$ cat src/rtl/rob_ctrl.sv
// Reorder-buffer controller: owns head/tail/count and per-entry busy/done
// bits, and produces the decode-write, completion-write, commit-read and
// per-entry reset controls for the ROB register file.
module rob_ctrl #(
    parameter int ROBsize  = 32,
    parameter int addrSize = $clog2(ROBsize)
) (
    input  logic                clk_i,
    input  logic                reset_i,
    input  logic                allocReq_i,
    output logic                allocGrant_o,
    output logic [addrSize-1:0] allocAddr_o,
    input  logic                completeValid_i,
    input  logic [addrSize-1:0] completeAddr_i,
    output logic                completionWriteEn_o,
    input  logic                commitReady_i,
    output logic                commitValid_o,
    output logic [addrSize-1:0] commitAddr_o,
    input  logic                flush_i,
    output logic [ROBsize-1:0]  resets_o,
    output logic                full_o,
    output logic                empty_o,
    output logic [addrSize:0]   count_o
);

    localparam logic [addrSize:0] fullCount = (addrSize+1)'(ROBsize);

    logic [addrSize-1:0] head;
    logic [addrSize-1:0] tail;
    logic [addrSize:0]   count;
    logic [ROBsize-1:0]  busy;
    logic [ROBsize-1:0]  done;
    logic                retire;
    logic                retireHit;

    // Status outputs come from registered state only.
    assign full_o        = (count == fullCount);
    assign empty_o       = (count == '0);
    assign count_o       = count;
    assign allocAddr_o   = tail;
    assign commitAddr_o  = head;
    assign commitValid_o = busy[head] & done[head];

    // Grant/retire/completion qualification; reset and flush suppress all
    // state-changing events. Full blocks allocation even when the head
    // retires this cycle, so alloc and retire never touch the same entry.
    always_comb begin
        allocGrant_o        = allocReq_i & ~full_o & ~flush_i & ~reset_i;
        retire              = commitValid_o & commitReady_i & ~flush_i & ~reset_i;
        retireHit           = retire & (completeAddr_i == head);
        completionWriteEn_o = completeValid_i & busy[completeAddr_i]
                              & ~flush_i & ~reset_i & ~retireHit;
    end

    // Per-entry register-file resets: everything on reset/flush, otherwise
    // only the entry retiring on this edge.
    always_comb begin
        resets_o = '0;
        for (int k = 0; k < ROBsize; k++) begin
            resets_o[k] = reset_i | flush_i | (retire & (head == addrSize'(k)));
        end
    end

    // Pointer, occupancy and per-entry busy/done state.
    always_ff @(posedge clk_i) begin
        if (reset_i || flush_i) begin
            head  <= '0;
            tail  <= '0;
            count <= '0;
            busy  <= '0;
            done  <= '0;
        end else begin
            if (allocGrant_o) begin
                busy[tail] <= 1'b1;
                done[tail] <= 1'b0;
                tail       <= tail + addrSize'(1);
            end
            if (completionWriteEn_o) begin
                done[completeAddr_i] <= 1'b1;
            end
            if (retire) begin
                busy[head] <= 1'b0;
                done[head] <= 1'b0;
                head       <= head + addrSize'(1);
            end
            count <= count + (addrSize+1)'(allocGrant_o) - (addrSize+1)'(retire);
        end
    end

endmodule

$ cat config.mk
export PLATFORM = sky130hd
export DESIGN_NAME = rob_ctrl
export DESIGN_NICKNAME = d
export VERILOG_FILES = /design/src/rtl/rob_ctrl.sv
export SDC_FILE = /design/constraint.sdc
export NUM_CORES = 1
export LEC_CHECK = 0
export BUFFER_PORTS_ARGS = -buffer_cell sky130_fd_sc_hd__buf_4
export CAP_MARGIN = 20
export CORE_ASPECT_RATIO = 0.5
export CORE_MARGIN = 2
export CORE_UTILIZATION = 30
export CTS_BUF_LIST = sky130_fd_sc_hd__clkbuf_4 sky130_fd_sc_hd__clkbuf_8
export DETAILED_ROUTE_END_ITERATION = 10
export GPL_TIMING_DRIVEN = 0
export PLACE_DENSITY = 0.48
export SYNTH_ARGS = -nofsm -noshare
export SYNTH_HDL_FRONTEND = slang
export SYNTH_SLANG_ARGS = --single-unit
export TNS_END_PERCENT = 5
$ cat constraint.sdc
create_clock -name clk_i -period 3.1 [get_ports clk_i]
set_input_delay 0.62 -clock clk_i [delete_from_list [all_inputs] [get_ports clk_i]]
set_output_delay 0.62 -clock clk_i [all_outputs]
set_load 0.02 [all_outputs]
After elaboration in Yosys (flattened, before gate mapping). Index checks and enable logic that the tools add are counted.

Output and inout bits: 53. Register bits: 80. Bits of input ports: 11.

Add/sub/neg operators: 4. Bitwise logic cells: 88. Reduce and logical (&&, ||, !) cells: 6. Multiplexer cells: 20. Order comparisons: 6. Equal/unequal tests: 33.

Operators with widths (number): 32-bit 2-to-1 mux (8); 32-bit AND (3); 5-bit equality test (second input constant) (16); 32-bit inverter (2); 32-bit OR (2); 1-bit AND (44); 5-bit by 4-bit equality test with 1-bit output (second input constant) (8); 1-bit OR (33); 5-bit by 3-bit equality test with 1-bit output (second input constant) (4); 5-bit by 6-bit < comparator with 1-bit output (second input constant) (3); 1-bit binary-select mux with 5-bit select (3); 1-bit demux with 5-bit select (3); 5-bit by 1-bit >= comparator with 1-bit output (second input constant) (3); 5-bit by 1-bit adder with 5-bit output (second input constant) (2); 5-bit by 2-bit equality test with 1-bit output (second input constant) (2); 6-bit by 1-bit adder with 6-bit output (1); 6-bit equality test (second input constant) (1); 6-bit logical NOT (1); 1-bit 2-to-1 mux (6); 6-bit by 1-bit subtractor with 6-bit output (1); 5-bit by 1-bit equality test with 1-bit output (second input constant) (1); 5-bit equality test (1); 5-bit logical NOT (1); 1-bit inverter (4); other kinds (2) (4).

Logic depth before layout (Yosys ltp). Gate-level depths: netlist (run 1).

Depth in word-level cells: 13. Mapped depth: 18.

Worst setup path before layout (run 1). OpenSTA, ideal clock, no wires.

Path kind: reg-to-reg. Start: register count[5] (netlist: count_o[5]). End: register count[4] (netlist: count_o[4]). Library setup time: 0.128 ns. Period minus slack after synthesis: 3.366 ns. Arrival time: 3.239 ns. Slack: -0.266 ns. Buffers on the path: 1. Stages on the path, launching flop included: 13. Cell sequence: dfxtp_1 > ha_1 > nor4bb_1 > nand2b_1 > nor2_1 > clkbuf_1 > ha_1 > fa_1 > a21oi_1 > nor2_1 > nor2_1 > xor2_1 > nor2_1.

Word-level cells in the longest chain between the ends: 7.

Ends and longest elaborated chain: from (decl) (RTL line 30) `logic [addrSize:0] count;`; from (signal assigned) (RTL line 86) `count <= count + (addrSize+1)'(allocGrant_o) - (addrSize+1)'(retire);`; 6-bit equality test (RTL line 37) `assign full_o = (count == fullCount);`; named net full_o (RTL line 21) `output logic full_o,`; 1-bit inverter (RTL line 48) `allocGrant_o = allocReq_i & ~full_o & ~flush_i & ~reset_i;`; 1-bit AND (3 in a row) (RTL line 48); named net allocGrant_o (RTL line 11) `output logic allocGrant_o,`; 6-bit by 1-bit adder with 6-bit output (RTL line 86); 6-bit by 1-bit subtractor with 6-bit output (RTL line 86).

The timed path passes the listed nets, and every way through them passes these cells. A chain may end at the register's enable or synchronous reset.

Worst setup path after layout (run 1).
Start: register head[0] (netlist: commitAddr_o[0]). End: register count[4] (netlist: count_o[4]).

Word-level cells in the longest chain between the ends: 7. Elaborated cells between the ends (all ways): 9. Classes of those cells: add/sub: 1; mux: 4; bitwise: 4.

Ends and longest elaborated chain: from (decl) (RTL line 28) `logic [addrSize-1:0] head;`; from (signal assigned) (RTL line 84) `head <= head + addrSize'(1);`; 1-bit binary-select mux with 5-bit select (RTL line 42) `assign commitValid_o = busy[head] & done[head];`; 1-bit 2-to-1 mux (implied by the code) (RTL line 42); 1-bit AND (*) (RTL line 42); 1-bit AND (*) (3 in a row) (RTL line 49) `retire = commitValid_o & commitReady_i & ~flush_i & ~reset_i;`; 6-bit by 1-bit subtractor with 6-bit output (*) (RTL line 86).

Every way passes the cells marked *; elsewhere a longest branch is shown, timed or not. The select of a mux whose other input is x is not followed.

==> impl_metrics.env, run 1 <==
export IMPL_end_kind="flop"
export IMPL_grt_usage=0.217
export IMPL_core_um2=15300
export IMPL_grt_overflow=0
export IMPL_cp_required_ns=3.34
export IMPL_met1Wirelength_um=8620
export IMPL_synth_ff_type="dfxtp_1"
export IMPL_design_area_um2=5920
export IMPL_start_util=0.306
export IMPL_via_per_inst=5.52
export IMPL_power_leakage_nw=2.04
export IMPL_relSlewSlack=0.493
export IMPL_synth_seq_cells=80
export IMPL_power_mw=2.12
export IMPL_dp_slack_ns=-0.650
export IMPL_diodes=0
export IMPL_wl_per_cell_um=20.9
export IMPL_grt_max_degree=14
export IMPL_area_growth_pct=26.4
export IMPL_power_density_nw_per_um2=358
export IMPL_synth_cell_type_count=65
export IMPL_cp_top_family="simple AND/OR/NAND/NOR gates"
export IMPL_htree_levels=3
export IMPL_min_period_ns=3.27
export IMPL_dp_hpwl_um=13500
export IMPL_hold_ws_ns=0.475
export IMPL_port_buffers=60
export IMPL_setup_viol_count_final=20
export IMPL_synth_top_area_share=0.342
export IMPL_synth_cells=578
export IMPL_routed_wl_um=18200
export IMPL_path_class="reg2reg"
export IMPL_grt_pass1_wl_um=27200
export IMPL_cp_max_fo=6
export IMPL_synth_nets=609
export IMPL_clock_sinks=80
export IMPL_finalMaxSlewViolations=0
export IMPL_skew_ns=0.0140
export IMPL_violations="setup timing"
export IMPL_min_path_type="reg2reg"
export IMPL_netlist_area_um2=4690
export IMPL_crit_path_start_kind="flop"
export IMPL_status="finished with violations"
export IMPL_vias=4804
export IMPL_peakVddDrop_mv=0.153
export IMPL_wl_met3_um=1530
export IMPL_clock_latency_ns=0.37
export IMPL_maxUsedRoutingLayer="met4"
export IMPL_first_pass_iters=7
export IMPL_grt_setup_unrepaired="yes"
export IMPL_drc_errors=0
export IMPL_synth_top_cell_by_area="dfxtp_1"
export IMPL_grt_pass1_vias=4584
export IMPL_routed_wl_met2_um=7740
export IMPL_gp_congestion=0.880
export IMPL_avgSynthCellArea_um2=8.11
export IMPL_setup_ws_ns=-0.168
export IMPL_cts_root_buf="clkbuf_8"
export IMPL_cts_buffers=9
export IMPL_crit_path_top_delay_cell="nor4_4"
export IMPL_drtIter0Drc=451
export IMPL_yosys_top_cells_area="dfxtp_1, nor2_1, ha_1"
export IMPL_clockBufferDepth=2
export IMPL_tightest_slew_ns=0.760
export IMPL_path_buf_inv=3
export IMPL_cp_arrival_ns=3.51
export IMPL_fp_dieArea_um2=16700
export IMPL_drv_cap=0
export IMPL_placed_cell_area_um2=5410
export IMPL_antenna_found_initial=0
export IMPL_timing_fmax_mhz=306
export IMPL_cts_tree="yes"
export IMPL_cpPeakStageDelay_ns=0.39
export IMPL_num_rows=32
export IMPL_chipHeight_um=92.4
export IMPL_drive_gt1_frac=0.255
export IMPL_cts_clk_slew_worst_paths_ns=0.09
export IMPL_yosysSeqAreaShare=0.342
export IMPL_synth_edff_count=0
export IMPL_io_pins=64
export IMPL_cp_cell_sequence="buf_8 -> and2b_4 -> a22oi_2 -> o211ai_1 -> nor2_2 -> nor4_4 -> buf_6 -> nor2_4 -> ha_4 -> inv_2 -> ha_4 -> fa_2 -> a21oi_2 -> nor2_1 -> nor2_1 -> xor2_1 -> nor2_1"
export IMPL_cp_common_cell="nor2_1"
export IMPL_period_share=1.05
export IMPL_ys_warn_count=0
export IMPL_hold_violations=0
export IMPL_die_width_um=181
export IMPL_cts_hold_buf=0
export IMPL_final_nets=693
export IMPL_ys_async_sr_fraction=0
export IMPL_postLayoutCoreUtil=0.386
export IMPL_postRouteAntennaNets=0
per-layer routing:
layer	GRT usage	vias to the layer above
met5	0	-
met4	0.0551	0
met3	0.0613	24
met2	0.330	200
met1	0.304	2340
li1	-	2240
Yosys cell counts, drive strengths merged (8+ instances only):
| library cell | number |
|---|---|
| a21oi | 45 |
| a22oi | 11 |
| a31oi | 13 |
| buf | 13 |
| clkbuf | 19 |
| dfxtp | 80 |
| ha | 19 |
| inv | 29 |
| mux4 | 8 |
| nand2 | 57 |
| nand3 | 15 |
| nand3b | 14 |
| nor2 | 89 |
| o211ai | 29 |
| o21ai | 49 |
| o22ai | 8 |
state kept, by name, summed over array words and instances (netlist names):
register and flops:
done 32, commitAddr_o 5, busy 32, allocAddr_o 5, count_o 6
final timing paths:
check,start,end,slack (ns),cells after the start
setup / recovery,commitAddr_o[0],count_o[4],-0.17,17
hold / removal,done[15],done[15],0.48,2
setup reg to reg,commitAddr_o[0],count_o[4],-0.17,17
hold reg to reg,done[15],done[15],0.48,2
per-stage QoR:
| stage | setup TNS [ns] | cells |
|---|---|---|
| 6_report | -1.74 | 871 |
| 5_1_grt | -4.94 | 871 |
| 4_1_cts | -1.38 | 870 |
| 3_5_place_dp | -7.16 | 842 |
| 3_3_place_gp | -7.31 | 842 |
| 2_1_floorplan | -0.0409 | 578 |
cells in the final DEF, fill, tap and decap left out, types with 16 or more instances in the layout:
cell / Yosys / final
nand2_1: 57 / 57
buf_4: 3 / 72
o21ai_0: 43 / 30
nor2_1: 86 / 82
inv_1: 28 / 26
clkbuf_1: 18 / 16
ha_1: 19 / 17
o211ai_1: 28 / 28
a21oi_1: 45 / 43
dfxtp_1: 80 / 76
layout make-up:
class | count | area [um2]
Fill cell | 1604 | 9410
Multi-Input combinational cell | 436 | 2940
Sequential cell | 80 | 1610
Timing Repair Buffer | 73 | 588
Tap cell | 204 | 255
Buffer | 32 | 198
Clock buffer | 11 | 139
Inverter | 30 | 116
Clock inverter | 5 | 81.3
cell families (layout without fill, tap and decap cells):
group                      count (synthesis)  in the layout  share of synthesized area
adders and majority gates                 20             20                     0.0550
xor gates and xnor gates                  11             11                     0.0206
DFF                                       80             80                      0.342
AOI/OAI and AO/OA                        177            177                      0.236
and+or+nand+nor                          218            218                      0.244
buffers and inverters                     62            151                     0.0585
muxes                                     10             10                     0.0443
what timing repair did:
item                       in CTS  in global routing
setup buffers                  11                  1
hold endpoints to repair        0                  0
gates resized for setup        46                 11
pin swaps                      15                  6
gates cloned                    1                  0
setup endpoints to repair      40                 34
power by group:
group          switching [mW]  internal (mW)  total [mW]
Sequential            0.00216           1.03        1.03
Combinational           0.139         0.0700       0.209
Clock                   0.411          0.472       0.884
worst reg2reg max path, delay by kind of cell, from the launching register on:
kind            cells  cell delay (ns)
compound gates      3             0.46
xor+xnor            1             0.16
fa+ha+maj           3             0.80
buf+inv             3             0.32
flops               1             0.37
simple gates        7             1.03
Power figures use the tool's default switching activity.
==> run 2, diff against run 1 <==
--- a/config.mk
+++ b/config.mk
@@ -10,10 +10,7 @@
 export CORE_ASPECT_RATIO = 0.5
 export CORE_MARGIN = 2
 export CORE_UTILIZATION = 30
-export CTS_BUF_LIST = sky130_fd_sc_hd__clkbuf_4 sky130_fd_sc_hd__clkbuf_8
 export DETAILED_ROUTE_END_ITERATION = 10
-export GPL_TIMING_DRIVEN = 0
-export PLACE_DENSITY = 0.48
 export SYNTH_ARGS = -nofsm -noshare
 export SYNTH_HDL_FRONTEND = slang
 export SYNTH_SLANG_ARGS = --single-unit
==> impl_metrics.env, run 2 (synthesis gave the netlist of run 1 again) <==
export IMPL_drc_errors=0
export IMPL_die_width_um=181
export IMPL_setup_ws_ns=0.00417
export IMPL_antenna_found_initial=0
export IMPL_start_util=0.306
export IMPL_vias=4825
export IMPL_fp_dieArea_um2=16700
export IMPL_grt_pass1_wl_um=25800
export IMPL_core_um2=15300
export IMPL_status="complete, no violations"
export IMPL_drv_cap=0
export IMPL_end_kind="output port"
export IMPL_clockBufferDepth=2
export IMPL_min_path_type="reg2reg"
export IMPL_dp_hpwl_um=12000
export IMPL_power_density_nw_per_um2=398
export IMPL_first_pass_iters=5
export IMPL_period_share=0.999
export IMPL_finalMaxSlewViolations=0
export IMPL_timing_fmax_mhz=323
export IMPL_dp_slack_ns=0.0169
export IMPL_crit_path_start_kind="flop"
export IMPL_num_rows=32
export IMPL_port_buffers=63
export IMPL_diodes=0
export IMPL_power_leakage_nw=2.18
export IMPL_drive_gt1_frac=0.276
export IMPL_grt_setup_unrepaired="yes"
export IMPL_cts_root_buf="clkbuf_16"
export IMPL_routed_wl_um=16900
export IMPL_postRouteAntennaNets=0
export IMPL_num_fill_cells=1522
export IMPL_area_growth_pct=31.3
export IMPL_tightest_slew_ns=0.693
export IMPL_setup_viol_count_final=0
export IMPL_cp_arrival_ns=2.48
export IMPL_hold_violations=0
export IMPL_wl_per_cell_um=19.2
export IMPL_cp_required_ns=2.48
export IMPL_chipHeight_um=92.4
export IMPL_final_nets=701
export IMPL_cts_tree="yes"
export IMPL_min_period_ns=3.10
export IMPL_htree_levels=3
export IMPL_cts_clk_slew_worst_paths_ns=0.06
export IMPL_io_pins=64
export IMPL_path_class="reg2out"
export IMPL_placed_cell_area_um2=5590
export IMPL_gp_congestion=0.907
export IMPL_design_area_um2=6150
export IMPL_cts_buffers=9
export IMPL_drtIter0Drc=400
export IMPL_cts_hold_buf=0
export IMPL_clock_sinks=80
export IMPL_grt_max_degree=33
export IMPL_relSlewSlack=0.537
export IMPL_peakVddDrop_mv=0.250
export IMPL_mostFrequentLayoutCell="buf_4"
export IMPL_layout_common_cells="buf_4, nor2_1, dfxtp_1"
export IMPL_skew_ns=0.00743
export IMPL_grt_pass1_vias=4671
export IMPL_cp_max_fo=7
export IMPL_grt_overflow=0
export IMPL_clock_latency_ns=0.35
export IMPL_via_per_inst=5.49
export IMPL_grt_usage=0.200
[run 2: changes by cell type in the layout (fill, tap and decap cells not counted), moves of 3 or more]
| cell | previous run | this run |
|---|---|---|
| nor2_2 | 5 | 2 |
| buf_4 | 72 | 107 |
| o21ai_0 | 30 | 36 |
| o21ai_2 | 11 | 3 |
| clkbuf_16 | 0 | 10 |
| clkbuf_8 | 9 | 2 |
| buf_6 | 8 | 1 |
| clkbuf_1 | 16 | 1 |
[run 2: what timing repair did]
| action | in CTS | in global routing |
|---|---|---|
| setup endpoints to repair | 10 | 25 |
| gates cloned | 0 | 1 |
| pin swaps | 0 | 19 |
| gates resized for setup | 5 | 31 |
| buffers inserted | 0 | 9 |
[run 2: final timing paths]
path / startpoint / end / slack (ns) / depth (start not counted)
worst max-delay path: commitAddr_o[0] / resets_o[31] / 0.004 / 10
worst min-delay path: done[10] / done[10] / 0.47 / 2
worst max register to register: commitAddr_o[0] / count_o[4] / 0.06 / 16
worst min register to register: done[10] / done[10] / 0.47 / 2
[run 2: through the flow]
stage | power (mW) | TNS [ns] | util | instances | hold WS (ns)
finish | 2.45 | 0 | 0.401 | 879 | 0.468
global route | 2.50 | -0.856 | 0.401 | 879 | 0.484
CTS | 2.45 | -0.0853 | 0.388 | 869 | 0.470
detailed placement | 1.27 | 0 | 0.364 | 853 | 0.461
global placement | 1.26 | 0 | 0.364 | 853 | 0.451
floorplan | 1.17 | -0.0409 | - | 578 | 0.432
[run 2: metal layers]
layer	GRT usage	vias to the layer above	routed length, um
li1	-	2260	-
met5	0	-	0
met2	0.319	181	7760
met1	0.268	2351	7700
met4	0.0827	0	461
met3	0.0385	33	959
[run 2: critical path: stages, from the launching register on]
cell and delay, ns:
dfxtp_4 0.37, nor2_4 0.19, buf_4 0.16, a22oi_2 0.07, o211ai_2 0.26, nor2_4 0.07
nor4_4 0.41, nor2_4 0.10, buf_4 0.17, a21o_1 0.17, buf_4 0.15
[run 2: power breakdown]
group	switching [mW]	internal (mW)	leakage [nW]	total, mW
logic	0.133	0.0827	1.38	0.216
registers	0.00221	1.03	0.647	1.03
clock network	0.454	0.752	0.159	1.21
[run 2: area by class of cell]
cell class | count | area (um2) | area share
well taps | 204 | 255 | 0.0415
flip-flops and latches | 80 | 1610 | 0.262
multi-input cells | 436 | 2930 | 0.477
inverters | 30 | 113 | 0.0183
repair buffers | 113 | 905 | 0.147
clock inverters | 4 | 76.3 | 0.0124
clock buffers | 12 | 256 | 0.0417
==> run 3, diff against run 2 <==
--- a/config.mk
+++ b/config.mk
@@ -7,10 +7,13 @@
 export LEC_CHECK = 0
 export BUFFER_PORTS_ARGS = -buffer_cell sky130_fd_sc_hd__buf_4
 export CAP_MARGIN = 20
+export CELL_PAD_IN_SITES_DETAIL_PLACEMENT = 0
+export CELL_PAD_IN_SITES_GLOBAL_PLACEMENT = 1
 export CORE_ASPECT_RATIO = 0.5
 export CORE_MARGIN = 2
 export CORE_UTILIZATION = 30
 export DETAILED_ROUTE_END_ITERATION = 10
+export PLACE_DENSITY_LB_ADDON = 0.1
 export SYNTH_ARGS = -nofsm -noshare
 export SYNTH_HDL_FRONTEND = slang
 export SYNTH_SLANG_ARGS = --single-unit
==> impl_metrics.env, run 3 (synthesis gave the netlist of run 1 again) <==
export IMPL_drv_cap=0
export IMPL_first_pass_iters=5
export IMPL_antenna_found_initial=0
export IMPL_routed_wl_um=18200
export IMPL_grt_pass1_vias=4686
export IMPL_power_mw=2.37
export IMPL_cp_max_fo=32
export IMPL_clockBufferDepth=2
export IMPL_post_place_cells=865
export IMPL_timing_fmax_mhz=326
export IMPL_clock_sinks=80
export IMPL_power_density_nw_per_um2=388
export IMPL_grt_usage=0.223
export IMPL_grt_overflow=0
export IMPL_mostFrequentLayoutCell="buf_4"
export IMPL_grt_setup_unrepaired="yes"
export IMPL_period_share=0.988
export IMPL_via_per_inst=5.38
export IMPL_drtIter0Drc=354
export IMPL_htree_levels=3
export IMPL_num_rows=32
export IMPL_setup_viol_count_final=0
export IMPL_io_pins=64
export IMPL_postRouteAntennaNets=0
export IMPL_min_path_type="reg2reg"
export IMPL_finalMaxSlewViolations=0
export IMPL_num_fill_cells=1622
export IMPL_gp_congestion=0.825
export IMPL_cp_arrival_ns=2.44
export IMPL_fin_cells=886
export IMPL_grt_max_degree=33
export IMPL_power_leakage_nw=2.20
export IMPL_final_nets=708
export IMPL_cts_buffers=9
export IMPL_chipHeight_um=92.4
export IMPL_relSlewSlack=0.508
export IMPL_skew_ns=0.0107
export IMPL_port_buffers=63
export IMPL_dp_hpwl_um=13500
export IMPL_cts_tree="yes"
export IMPL_grt_pass1_wl_um=28000
export IMPL_tightest_slew_ns=0.737
export IMPL_drive_gt1_frac=0.276
export IMPL_wl_per_cell_um=20.6
export IMPL_area_growth_pct=30.5
export IMPL_cts_root_buf="clkbuf_16"
export IMPL_setup_tns_ns=0
export IMPL_start_util=0.306
export IMPL_clock_latency_ns=0.35
export IMPL_peakVddDrop_mv=0.236
export IMPL_drc_errors=0
export IMPL_cp_required_ns=2.48
export IMPL_hold_ws_ns=0.463
export IMPL_hold_violations=0
export IMPL_diodes=0
export IMPL_core_um2=15300
export IMPL_min_period_ns=3.06
export IMPL_vias=4763
export IMPL_cts_clk_slew_worst_paths_ns=0.07
export IMPL_path_class="reg2out"
export IMPL_crit_path_start_kind="flop"
export IMPL_layout_common_cells="buf_4, nor2_1, dfxtp_1"
export IMPL_end_kind="output port"
export IMPL_cts_hold_buf=0
export IMPL_fp_dieArea_um2=16700
export IMPL_die_width_um=181
export IMPL_status="complete, no violations"
==> run 3: changes by cell type in the layout (fill, tap and decap cells not counted), sizes merged <==
cell	previous run	this run
buf	111	119
bufinv	2	1
clkbuf	14	10
clkinv	2	3
clkinvlp	1	2
inv	29	31
==> run 3: report_power, final <==
group          total [mW]  switching, mW  internal, mW
sequential           1.03        0.00249          1.03
combinational       0.225          0.137        0.0884
clock                1.12          0.482         0.633
==> run 3: routing by layer <==
metal / up-vias / share of wire / global-route usage / wire length [um]
li1: 2280 / - / - / -
met1: 2346 / 0.51 / 0.327 / 9220
met2: 126 / 0.44 / 0.346 / 7950
met3: 11 / 0.054 / 0.0436 / 993
met4: 0 / 0.0048 / 0.0282 / 87
met5: - / 0 / 0 / 0
==> run 3: critical path, stage by stage (launching register included) <==
cell and delay (ns):
dfxtp_4 0.42, and2_2 0.25, a22oi_1 0.12, o211ai_1 0.22
nor2_2 0.09, nor4_4 0.37, buf_8 0.28, nor2_1 0.08
nor2_1 0.12, buf_4 0.15
==> run 3: layout make-up <==
type	count	area [um2]	area share
multi-input combinational	436	2870	0.470
tap	204	255	0.0417
timing repair buffer	120	956	0.156
clock inverter	7	77.6	0.0127
sequential	80	1610	0.264
inverter	30	116	0.0190
clock buffer	9	225	0.0368
==> run 3: final timing paths <==
kind                   startpoint                  end  slack [ns]  depth (start not counted)
setup reg to reg  commitAddr_o[1]           count_o[5]        0.06                         16
setup / recovery  commitAddr_o[3]  completionWriteEn_o        0.04                          9
hold / removal           done[15]             done[15]        0.46                          2
hold reg to reg          done[15]             done[15]        0.46                          2
==> run 3: through the flow <==
step | util | area, um2 | setup WS [ns]
6_report | 0.399 | 6110 | 0.0366
5_1_grt | 0.399 | 6110 | -0.156
4_1_cts | 0.393 | 6030 | -0.0670
3_5_place_dp | 0.372 | 5700 | -0.0628
3_3_place_gp | 0.372 | 5700 | 0.0295
2_1_floorplan | - | 4710 | -0.0409
==> run 3: what timing repair did <==
item / in CTS / in global routing
setup buffers: 0 / 5
gates resized for setup: 6 / 13
endpoints found under the setup margin: 11 / 29
pin swaps: 2 / 4
